[config.mk]
export PLATFORM = sky130hd
export DESIGN_NAME = ps2_key_sequencer
export DESIGN_NICKNAME = d
export VERILOG_FILES = /design/src/rtl/ps2_key_sequencer.sv
export SDC_FILE = /design/constraint.sdc
export NUM_CORES = 1
export LEC_CHECK = 0
export ABC_AREA = 1
export CORE_UTILIZATION = 52
export CTS_BUF_LIST = sky130_fd_sc_hd__clkbuf_16
export DETAILED_ROUTE_END_ITERATION = 10
export PLACE_DENSITY = 0.8
export SETUP_SLACK_MARGIN = 0.1
export SYNTH_ARGS = -nofsm -noshare
export SYNTH_HDL_FRONTEND = slang
export SYNTH_SLANG_ARGS = --single-unit
[constraint.sdc]
create_clock -name clk -period 1.9 [get_ports clk]
set_clock_uncertainty 0.2 [all_clocks]
set_input_delay 0.475 -clock clk [delete_from_list [all_inputs] [get_ports clk]]
set_output_delay 0.475 -clock clk [all_outputs]
set_load 0.01 [all_outputs]
[src/rtl/ps2_key_sequencer.sv]
// PS/2 receive sequencer: folds E0/F0 prefix bytes into single key events
// and queues them in a first-word fall-through FIFO that backpressures ps2_rx.
module ps2_key_sequencer #(
  parameter int FIFO_DEPTH  = 4,
  parameter int TIMEOUT_CYC = 100000
) (
  input  logic       clk,
  input  logic       reset,
  input  logic       rx_done_tick,
  input  logic [7:0] rx_data,
  output logic       rx_en,
  output logic       key_valid,
  input  logic       key_ready,
  output logic [7:0] key_code,
  output logic       key_ext,
  output logic       key_brk,
  output logic       overflow
);

  localparam int AW = $clog2(FIFO_DEPTH);
  localparam int PW = AW + 1;
  localparam int CW = $clog2(TIMEOUT_CYC);
  localparam logic [CW-1:0] CNT_MAX = CW'(TIMEOUT_CYC - 1);

  typedef enum logic [1:0] {IDLE, S_E0, S_F0, S_E0F0} state_t;

  state_t          state_q, state_d;
  logic [CW-1:0]   cnt_q, cnt_d;
  logic [PW-1:0]   wr_ptr_q, wr_ptr_d;
  logic [PW-1:0]   rd_ptr_q, rd_ptr_d;
  logic            overflow_q, overflow_d;
  logic [9:0]      mem_q [FIFO_DEPTH];
  logic [9:0]      head;

  logic            emit, emit_ext, emit_brk;
  logic            full, empty, pop, push;

  // Prefix FSM state and idle-timeout counter
  always_ff @(posedge clk) begin
    if (reset) begin
      state_q <= IDLE;
      cnt_q   <= '0;
    end else begin
      state_q <= state_d;
      cnt_q   <= cnt_d;
    end
  end

  always_comb begin
    state_d  = state_q;
    cnt_d    = cnt_q;
    emit     = 1'b0;
    emit_ext = 1'b0;
    emit_brk = 1'b0;
    if (rx_done_tick) begin
      // A byte arriving on the timeout cycle wins over the timeout
      cnt_d = '0;
      case (state_q)
        IDLE: begin
          if (rx_data == 8'hE0)      state_d = S_E0;
          else if (rx_data == 8'hF0) state_d = S_F0;
          else                       emit = 1'b1;
        end
        S_E0: begin
          if (rx_data == 8'hF0)      state_d = S_E0F0;
          else if (rx_data == 8'hE0) state_d = S_E0;
          else begin
            emit     = 1'b1;
            emit_ext = 1'b1;
            state_d  = IDLE;
          end
        end
        S_F0: begin
          if (rx_data == 8'hF0)      state_d = S_F0;
          else if (rx_data == 8'hE0) state_d = S_E0F0;
          else begin
            emit     = 1'b1;
            emit_brk = 1'b1;
            state_d  = IDLE;
          end
        end
        default: begin
          if (rx_data == 8'hE0 || rx_data == 8'hF0) state_d = S_E0F0;
          else begin
            emit     = 1'b1;
            emit_ext = 1'b1;
            emit_brk = 1'b1;
            state_d  = IDLE;
          end
        end
      endcase
    end else if (state_q == IDLE) begin
      cnt_d = '0;
    end else if (cnt_q == CNT_MAX) begin
      state_d = IDLE;
      cnt_d   = '0;
    end else begin
      cnt_d = cnt_q + CW'(1);
    end
  end

  // Event FIFO: pointers carry one extra wrap bit to tell full from empty
  assign empty = (wr_ptr_q == rd_ptr_q);
  assign full  = (wr_ptr_q[AW] != rd_ptr_q[AW]) &&
                 (wr_ptr_q[AW-1:0] == rd_ptr_q[AW-1:0]);
  assign pop   = !empty && key_ready;
  assign push  = emit && (!full || pop);

  always_comb begin
    wr_ptr_d   = wr_ptr_q;
    rd_ptr_d   = rd_ptr_q;
    overflow_d = overflow_q;
    if (push) wr_ptr_d = wr_ptr_q + PW'(1);
    if (pop)  rd_ptr_d = rd_ptr_q + PW'(1);
    if (emit && !push) overflow_d = 1'b1;
  end

  always_ff @(posedge clk) begin
    if (reset) begin
      wr_ptr_q   <= '0;
      rd_ptr_q   <= '0;
      overflow_q <= 1'b0;
    end else begin
      wr_ptr_q   <= wr_ptr_d;
      rd_ptr_q   <= rd_ptr_d;
      overflow_q <= overflow_d;
    end
  end

  always_ff @(posedge clk) begin
    if (push) mem_q[wr_ptr_q[AW-1:0]] <= {emit_ext, emit_brk, rx_data};
  end

  assign head      = mem_q[rd_ptr_q[AW-1:0]];
  assign rx_en     = !full;
  assign key_valid = !empty;
  assign key_code  = empty ? 8'h00 : head[7:0];
  assign key_ext   = empty ? 1'b0  : head[9];
  assign key_brk   = empty ? 1'b0  : head[8];
  assign overflow  = overflow_q;

endmodule

# Word-level counts from Yosys, hierarchy flattened
# Memory sizes are Yosys's and may differ from the RTL's. A register that Yosys moved wholly into a read port is not among the register bits.
# Cells that the tools add are included.
# Widths: inputs -> output; s select.
totals:
  register_bits: 26
  wordCells: 64
  memories: 1
  out_inout_bits: 13
  in_bits: 12
  ram_bits: 40
classes:
  n_mux: 29
  reduce_logical: 16
  n_addsub: 3
  eq_ne: 10
mem_list:
  columns: ["name", "depth", "word_bits", "rd", "rd_ports_with_merged_regs", "write_ports", "line_no", "rtl"]
  rows:
  - ["mem_q", 4, 10, 1, 1, 1, "32", "logic [9:0] mem_q [FIFO_DEPTH];"]
op_table:
  columns: ["operator", "n"]
  rows:
  - ["$mux 2", 11]
  - ["$add 17x1->17 const B", 1]
  - ["$eq 17x17->1 const B", 1]
  - ["$eq 8x8->1 const B", 2]
  - ["$mux 1", 13]
  - ["$mux 8", 1]
  - ["$add 3x1->3 const B", 2]
  - ["$pmux 1 s2", 3]
  - ["$pmux 2 s3", 1]
  - ["$reduce_or 2->1", 3]
  - ["$logic_and 1x1->1", 4]
  - ["$reduce_or 4->1", 1]
  - ["$eq 3x3->1", 1]
  - ["$logic_not 1->1", 3]
  - ["$ne 3x3->1 const B", 1]
  - ["$reduce_and 3->1", 1]
  - ["$eq 2x1->1 const B", 1]
  - ["$eq 2x2->1", 1]
  - ["$eq 2x2->1 const B", 1]
  - ["$logic_not 2->1", 1]
  - ["$logic_or 1x1->1", 2]
  - ["$ne 2x2->1 const B", 1]
  - ["$reduce_bool 2->1", 1]
  - ["$ne 1x1->1", 1]

# Logic depth before layout (Yosys ltp)
# Gate-level depths: netlist of run 1.
logic_depth:
  depth_word: 8
  depth_mapped: 10
  depth_no_buf: 10

# Worst setup path after synthesis of run 1
# No wires, ideal clock.
synth_path:
  path_kind: "in2reg"
  start: "input rx_data[0]"
  end: "memory mem_q[0][0] (enable)"
  setup_slack_ns: -0.135
  stages: 8
  setup_ns: 0.376
  t_arrival_ns: 1.459
  n_path_buf: 0
  required_time_ns: 1.324
  cell_sequence: "inv_1 nand2_1 nor2_1 nand2_1 nand3_1 inv_1 nand2_2 nor2_1"
synth_via:
  elab_chain_cells: 8
synth_rtl:
  columns: ["element", "line_no", "rtl"]
  rows:
  - ["start: declaration", "10", "input logic [7:0] rx_data,"]
  - ["$eq 8x8->1 (on tied branches)", null, null]
  - ["$mux 1 (tied with other cells)", "66, 75", null]
  - ["$mux 1 (on tied branches)", "74, 60, 83", null]
  - ["$pmux 1 s2 *", "58", "case (state_q)"]
  - ["$mux 1 *", "55", "if (rx_done_tick) begin"]
  - ["$logic_and 1x1->1 *", "107", "assign push = emit && (!full || pop);"]
  - ["$mux 1 *", "131", "if (push) mem_q[wr_ptr_q[AW-1:0]] <= {emit_ext, emit_brk, rx_data};"]
  - ["$mux 1 (not written as such) *", "131", null]
  - ["end: declaration", "32", null]
# Every way passes the cells marked *; elsewhere a longest branch is shown, timed or not.

==> results.ini, run 1 <==
[yosys]
postSynth.asyncResetShare_pct = 0
synth_top_area_cell = edfxtp_1
syn_area_per_cell_um2 = 9.089
synth_edf_count = 40
yosys_register_bits = 68
synthesis.area_um2 = 3063
synth_top_cell_area_share_pct = 39.22
synthCells = 337
ys_warn_count = 0
synthFlopType = edfxtp_1
yosys-top-cells-area = edfxtp_1, dfxtp_1, nor2_1
syn_nets = 355
ys_types = 27
ys_seq_area_share_pct = 57.52

[clock_tree]
cts_max_path_buffers = 2
numClockSinks = 68
clk_pin_slew_ps = 60
clkLatencyLatePin_ps = 330
htreeDepth = 3
cts_tree = yes
numCtsBuffers = 9
hold_buffers = 0
root_buffer = clkbuf_16

[placement]
dp_hpwl_um = 4293
gp_congestion = 0.8307
dp.cells = 457
portBuffers = 24

[critical_path]
worst-path-stages = 7
crit_family = flip-flops
cp-end-kind = output pin
crit_type = flip-flop to output pin
crit_fanout = 6
start_kind = flip-flop
crit_top_cell = buf_2
worst-r2r-cell-count = 11
path_buf_inv = 4
cpPeakStageDelay_ps = 430
regToRegSetupSlack_ps = -150
rr_endpoint = mem_q[2][4]
worstPathArrival_ps = 1590
critical_path.cell_chain = inv_6 > buf_2 > nor2_1 > o32ai_2 > nand2_1 > inv_1 > buf_2
cp-endpoint = key_ext
crit_required_ps = 1220
worstReg2RegStart = rd_ptr_q[0]
slowest_stage = dfxtp_4

[drt]
post_drt_wl_per_cell_um = 19.95
drc = 0
drtIter0Drc = 179
ant_nets = 0
first_pass_iters = 5
totalWireLength_um = 9897
vias = 2826
vias_per_cell = 5.698

[timing]
setup_ws_ps = -362.6
slew_headroom_pct = 73.65
rsz0062_at_grt = yes
report.final.hold_viol_count = 0
min_period_ps = 2263
worstMarginPinSlew_ps = 393.8
setup_viol = 52
fin_crit_sh_pct = 119.1
hold_ws_ps = 194.8
maxSlewViolCount = 0
fmax_mhz = 442.0

[job]
cap_viol_max_count = 0

[finish]
final_util_pct = 81.68
final_cell_mix = nor2_1, inv_1, nand2_1, edfxtp_1, buf_4
finalNonFillerCells = 496
antenna_cells = 0
area_growth_pct = 49.55
final_common_cell = nor2_1
drive_gt1_share_pct = 39.15
num-nets-final = 437

[pwr]
p_leak_nw = 1.907
power_density_nw_per_um2 = 1014
p_total_mw = 4.647
ir_drop_uv = 824.9

[floorplanning]
rows = 27
die_area_um2 = 6202
fp.dieH_um = 78.75
start_util_pct = 54.62
fp.dieW_um = 78.75
core_region_area_um2 = 5608
io_pins = 25

[grt]
grt_usage_pct = 28.94
grt_pass1_wl_um = 13000
grt_remaining_overflow = 0
grt_start_max_net_pins = 19
grt_pass1_vias = 2672
antenna_found_initial = 0

[status]
status = finished with violations
violations = setup timing

[worst_hold_path]
hp-class = input pin to flip-flop

## per-layer routing
| metal | wire (um) | share of wire [%] | GRT usage, % | up-vias |
|---|---|---|---|---|
| met4 | 617 | 6.2 | 13.33 | 0 |
| met1 | 3495 | 35 | 31.89 | 1329 |
| met5 | 0 | 0 | 0 | - |
| met2 | 5085 | 51 | 52.35 | 180 |
| met3 | 700 | 7.1 | 6.897 | 52 |
| li1 | - | - | - | 1265 |
## cell type report
class / count / area [um2]
multi-input cells: 211 / 1463
repair buffers: 79 / 735.7
fillers: 293 / 1027
inverters: 50 / 200.2
flip-flops and latches: 68 / 1784
clock buffers: 9 / 225.2
clock inverters: 7 / 82.58
well taps: 72 / 90.09
## state kept, by name, summed over array words and instances, names as in the netlist, named ones only
register / cells
mem_q: 40
cnt_q: 17
rd_ptr_q: 3
wr_ptr_q: 3
state_q: 2
overflow: 1
## worst register-to-register path, stage by stage, from the launching register on
cell     delay (ps)
dfxtp_4         380
xnor2_4         170
buf_6           130
nand2_4          60
nor2_4           40
buf_6           100
buf_6           120
nand2_8          70
nand2_8          80
nor2_4          150
buf_6           140
buf_12          110
## what timing repair did
action / 4_1_cts / 5_1_grt
endpoints found under the hold margin: 0 / 0
setup buffers: 12 / 13
cloned: 4 / 0
setup endpoints to repair: 66 / 57
resized for setup: 129 / 64
pin swaps: 32 / 29
## power breakdown
part,internal [mW],switching [mW],total [mW]
sequential,1.63,0.0986,1.73
combinational,0.557,0.584,1.14
clock,1.13,0.641,1.77
## synth_stat cells, types with 4 or more instances
cell / n
nor2_1: 71
nand2_1: 49
inv_1: 46
edfxtp_1: 40
dfxtp_1: 28
nand3_1: 15
o21ai_0: 15
a21oi_1: 10
o32ai_1: 10
xor2_1: 10
clkbuf_1: 7
ha_1: 6
nand4_1: 4
nor2_2: 4
nor3_1: 4
## through the flow
stage / area [um2] / setup slack, ps / TNS (ps)
6_report: 4581 / -362.6 / -4284
3_3_place_gp: 3687 / -455.5 / -25550
4_1_cts: 4339 / -255.6 / -3058
5_1_grt: 4581 / -374.2 / -7057
2_1_floorplan: 3073 / 17.13 / 0
3_5_place_dp: 3687 / -535.8 / -28990
## worst min path at each step
stage          startpoint          end  depth (start not counted)
2_1_floorplan    cnt_q[0]     cnt_q[0]                          1
3_3_place_gp     cnt_q[0]     cnt_q[0]                          1
3_5_place_dp     cnt_q[0]     cnt_q[0]                          1
4_1_cts          cnt_q[0]     cnt_q[0]                          1
5_1_grt        rx_data[1]  mem_q[2][1]                          1
6_report       rx_data[3]  mem_q[2][3]                          1
## logic make-up (layout without fill, tap and decap cells)
logic type                 after synthesis  in the layout  share of synthesized area (%)
adders and majority gates                6              6                          2.451
and+or+nand+nor                        155            155                          21.77
xor gates and xnor gates                13             13                          3.717
DFF                                     68             68                          57.52
buffers and inverters                   58            145                          7.231
AOI/OAI and AO/OA                       37             37                          7.312
Note: power is estimated with default switching activity, not from simulation.
==> run 2, diff against run 1 <==
--- a/config.mk
+++ b/config.mk
@@ -6,9 +6,8 @@
 export NUM_CORES = 1
 export LEC_CHECK = 0
-export ABC_AREA = 1
-export CORE_UTILIZATION = 52
+export CORE_UTILIZATION = 51
 export CTS_BUF_LIST = sky130_fd_sc_hd__clkbuf_16
 export DETAILED_ROUTE_END_ITERATION = 10
-export PLACE_DENSITY = 0.8
+export PLACE_DENSITY = 0.79
 export SETUP_SLACK_MARGIN = 0.1
 export SYNTH_ARGS = -nofsm -noshare
==> constraint.sdc (replaced) <==
create_clock -name clk -period 1.9 [get_ports clk]
set_clock_uncertainty 0.2 [all_clocks]
set_input_delay 0.475 -clock clk [delete_from_list [all_inputs] [get_ports clk]]
set_output_delay 0.475 -clock clk [all_outputs]
set_load 0.005 [all_outputs]
==> results.ini, run 2 <==
[pwr]
ir_drop_uv = 700.1
power_density_nw_per_um2 = 971.4
p_leak_nw = 1.573
internal-power_mw = 3.072
switching_share_pct = 25.89
p_sw_mw = 1.073
pwr-share-seq_pct = 40.6
pwr-share-comb_pct = 24.6
clkPwrFrac_pct = 34.8
p_total_mw = 4.146

[finish]
num-nets-final = 325
final_util_pct = 77.51
drive_gt1_share_pct = 42.31
antenna_cells = 0
largest_reg_flops = 40
nFillCells = 287
final_common_cell = edfxtp_1
area_growth_pct = 46.14
final_cell_mix = edfxtp_1, buf_4, nor2_1, dfxtp_1, buf_6

[timing]
setup_ws_ps = -482.1
min_period_ps = 2382
tns_ps = -13520
rsz0062_at_grt = yes
worstMarginPinSlew_ps = 468.5
slew_headroom_pct = 68.48
setup_viol = 57
fmax_mhz = 419.8
report.final.hold_viol_count = 0
maxSlewViolCount = 0
fin_crit_sh_pct = 125.4
hold_ws_ps = 290.6

[drt]
totalWireLength_um = 7881
vias_per_cell = 5.518
first_pass_iters = 4
ant_nets = 0
drtIter0Drc = 168
vias = 2119
drc = 0
post_drt_wl_per_cell_um = 20.52

[critical_path]
worstPathArrival_ps = 1710
rr_endpoint = mem_q[1][8]
worstReg2RegStart = rd_ptr_q[0]
start_kind = flip-flop
regToRegSetupSlack_ps = -230
crit_type = flip-flop to output pin
crit_required_ps = 1220
cp-endpoint = key_brk
crit_fanout = 3
cp-end-kind = output pin
worst-r2r-cell-count = 8

[grt]
grt_remaining_overflow = 0
grt_pass1_vias = 2120
antenna_found_initial = 0
grt_start_max_net_pins = 18
grt_pass1_wl_um = 10900
grt_usage_pct = 25.33

[floorplanning]
io_pins = 25
core_region_area_um2 = 5507
fp.dieW_um = 77.67
die_area_um2 = 6033
fp.dieH_um = 77.67
rows = 27
start_util_pct = 53.03

[yosys]
synth.most_common_cell = edfxtp_1
ys_warn_count = 0
ys_seq_area_share_pct = 60.33
yosys-top-cells-area = edfxtp_1, dfxtp_1, mux4_2
ys_types = 40
syn_area_per_cell_um2 = 13.21
syn_nets = 239
synth_top_cell_area_share_pct = 41.13
synth_common_cells = edfxtp_1, dfxtp_1, nor2_1, xnor2_1, nor2b_1
postSynth.asyncResetShare_pct = 0
synth_edf_count = 40
synthFlopType = edfxtp_1
yosys_register_bits = 68
synth_top_area_cell = edfxtp_1
synthCells = 221
synthesis.area_um2 = 2920

[worst_hold_path]
hp-class = flip-flop to flip-flop

[status]
violations = setup timing
status = finished with violations

[clock_tree]
htreeDepth = 3
clk_pin_slew_ps = 60
numCtsBuffers = 9
root_buffer = clkbuf_16
clkLatencyLatePin_ps = 330
cts_tree = yes
cts_max_path_buffers = 2
numClockSinks = 68

[placement]
dp_hpwl_um = 3933
gp_congestion = 0.7959
portBuffers = 24

[job]
cap_viol_max_count = 0

==> run 2: timing repair <==
action	CTS	global route
pin swaps	18	12
setup endpoints to repair	84	84
hold buffers	0	0
resized for setup	92	29
endpoints found under the hold margin	0	0
buffers inserted	18	7
gates cloned	4	0
==> run 2: power by group through the flow <==
stage | Sequential [mW] | Combinational [mW] | Clock, mW
after floorplan | 1.68 | 0.346 | 0
after global placement | 1.68 | 0.696 | 0
after detailed placement | 1.68 | 0.721 | 0
after CTS | 1.68 | 0.915 | 1.44
after global routing | 1.69 | 1.07 | 1.53
final | 1.68 | 1.02 | 1.44
==> run 2: cell type report <==
cell class / instances / area, um2 / area share (%)
Tap cell: 72 / 90.09 / 2.111
Timing Repair Buffer: 79 / 748.2 / 17.53
Clock inverter: 7 / 30.03 / 0.7036
Inverter: 6 / 22.52 / 0.5277
Clock buffer: 9 / 225.2 / 5.277
Multi-Input combinational cell: 143 / 1366 / 32.01
Sequential cell: 68 / 1785 / 41.84
==> run 2: kinds of logic (layout without fill, tap and decap cells) <==
| family | after synthesis | after routing | share of synthesized area, % |
|---|---|---|---|
| buffers and inverters | 13 | 101 | 2.056 |
| flip-flops | 68 | 68 | 60.33 |
| AND/OR/NAND/NOR | 88 | 91 | 16.92 |
| multiplexers | 14 | 14 | 9.426 |
| XOR/XNOR | 21 | 21 | 6.298 |
| AO/OA/AOI/OAI | 11 | 11 | 2.399 |
| adder cells (fa/ha/maj) | 6 | 6 | 2.571 |
==> run 2: routing by layer <==
metal | up-vias | part of all wire, % | global-route usage (%)
met5 | - | 0 | 0
met4 | 0 | 2.7 | 9.623
met3 | 21 | 6.2 | 7.176
met2 | 67 | 52 | 46.11
met1 | 1050 | 40 | 27.72
li1 | 981 | - | -
==> run 2: critical path, cell delays in order (launching register included) <==
cell and delay, ps:
dfxtp_4 390, buf_12 120, buf_12 100, mux4_2 510, nor2b_4 140, buf_2 120
==> run 2: how the worst min path moves through the flow <==
stage,start,to,cells after the start
after floorplan,cnt_q[0],cnt_q[0],1
after global placement,overflow,overflow,2
after detailed placement,overflow,overflow,2
after CTS,overflow,overflow,2
after global routing,overflow,overflow,2
final,overflow,overflow,2
==> run 2: per-stage QoR <==
step | setup slack, ps | instances | area [um2]
floorplan | 79.47 | 221 | 2979
CTS | -482.0 | 380 | 4099
global placement | -456.8 | 345 | 3591
finish | -482.1 | 384 | 4268
global route | -525.3 | 384 | 4268
detailed placement | -512.3 | 345 | 3591
==> run 3, diff against run 2 <==
Settings changed: CAP_MARGIN from default to 20.
==> results of run 3 <==
No change in the layout: final DEF, timing and power equal those of run 2.
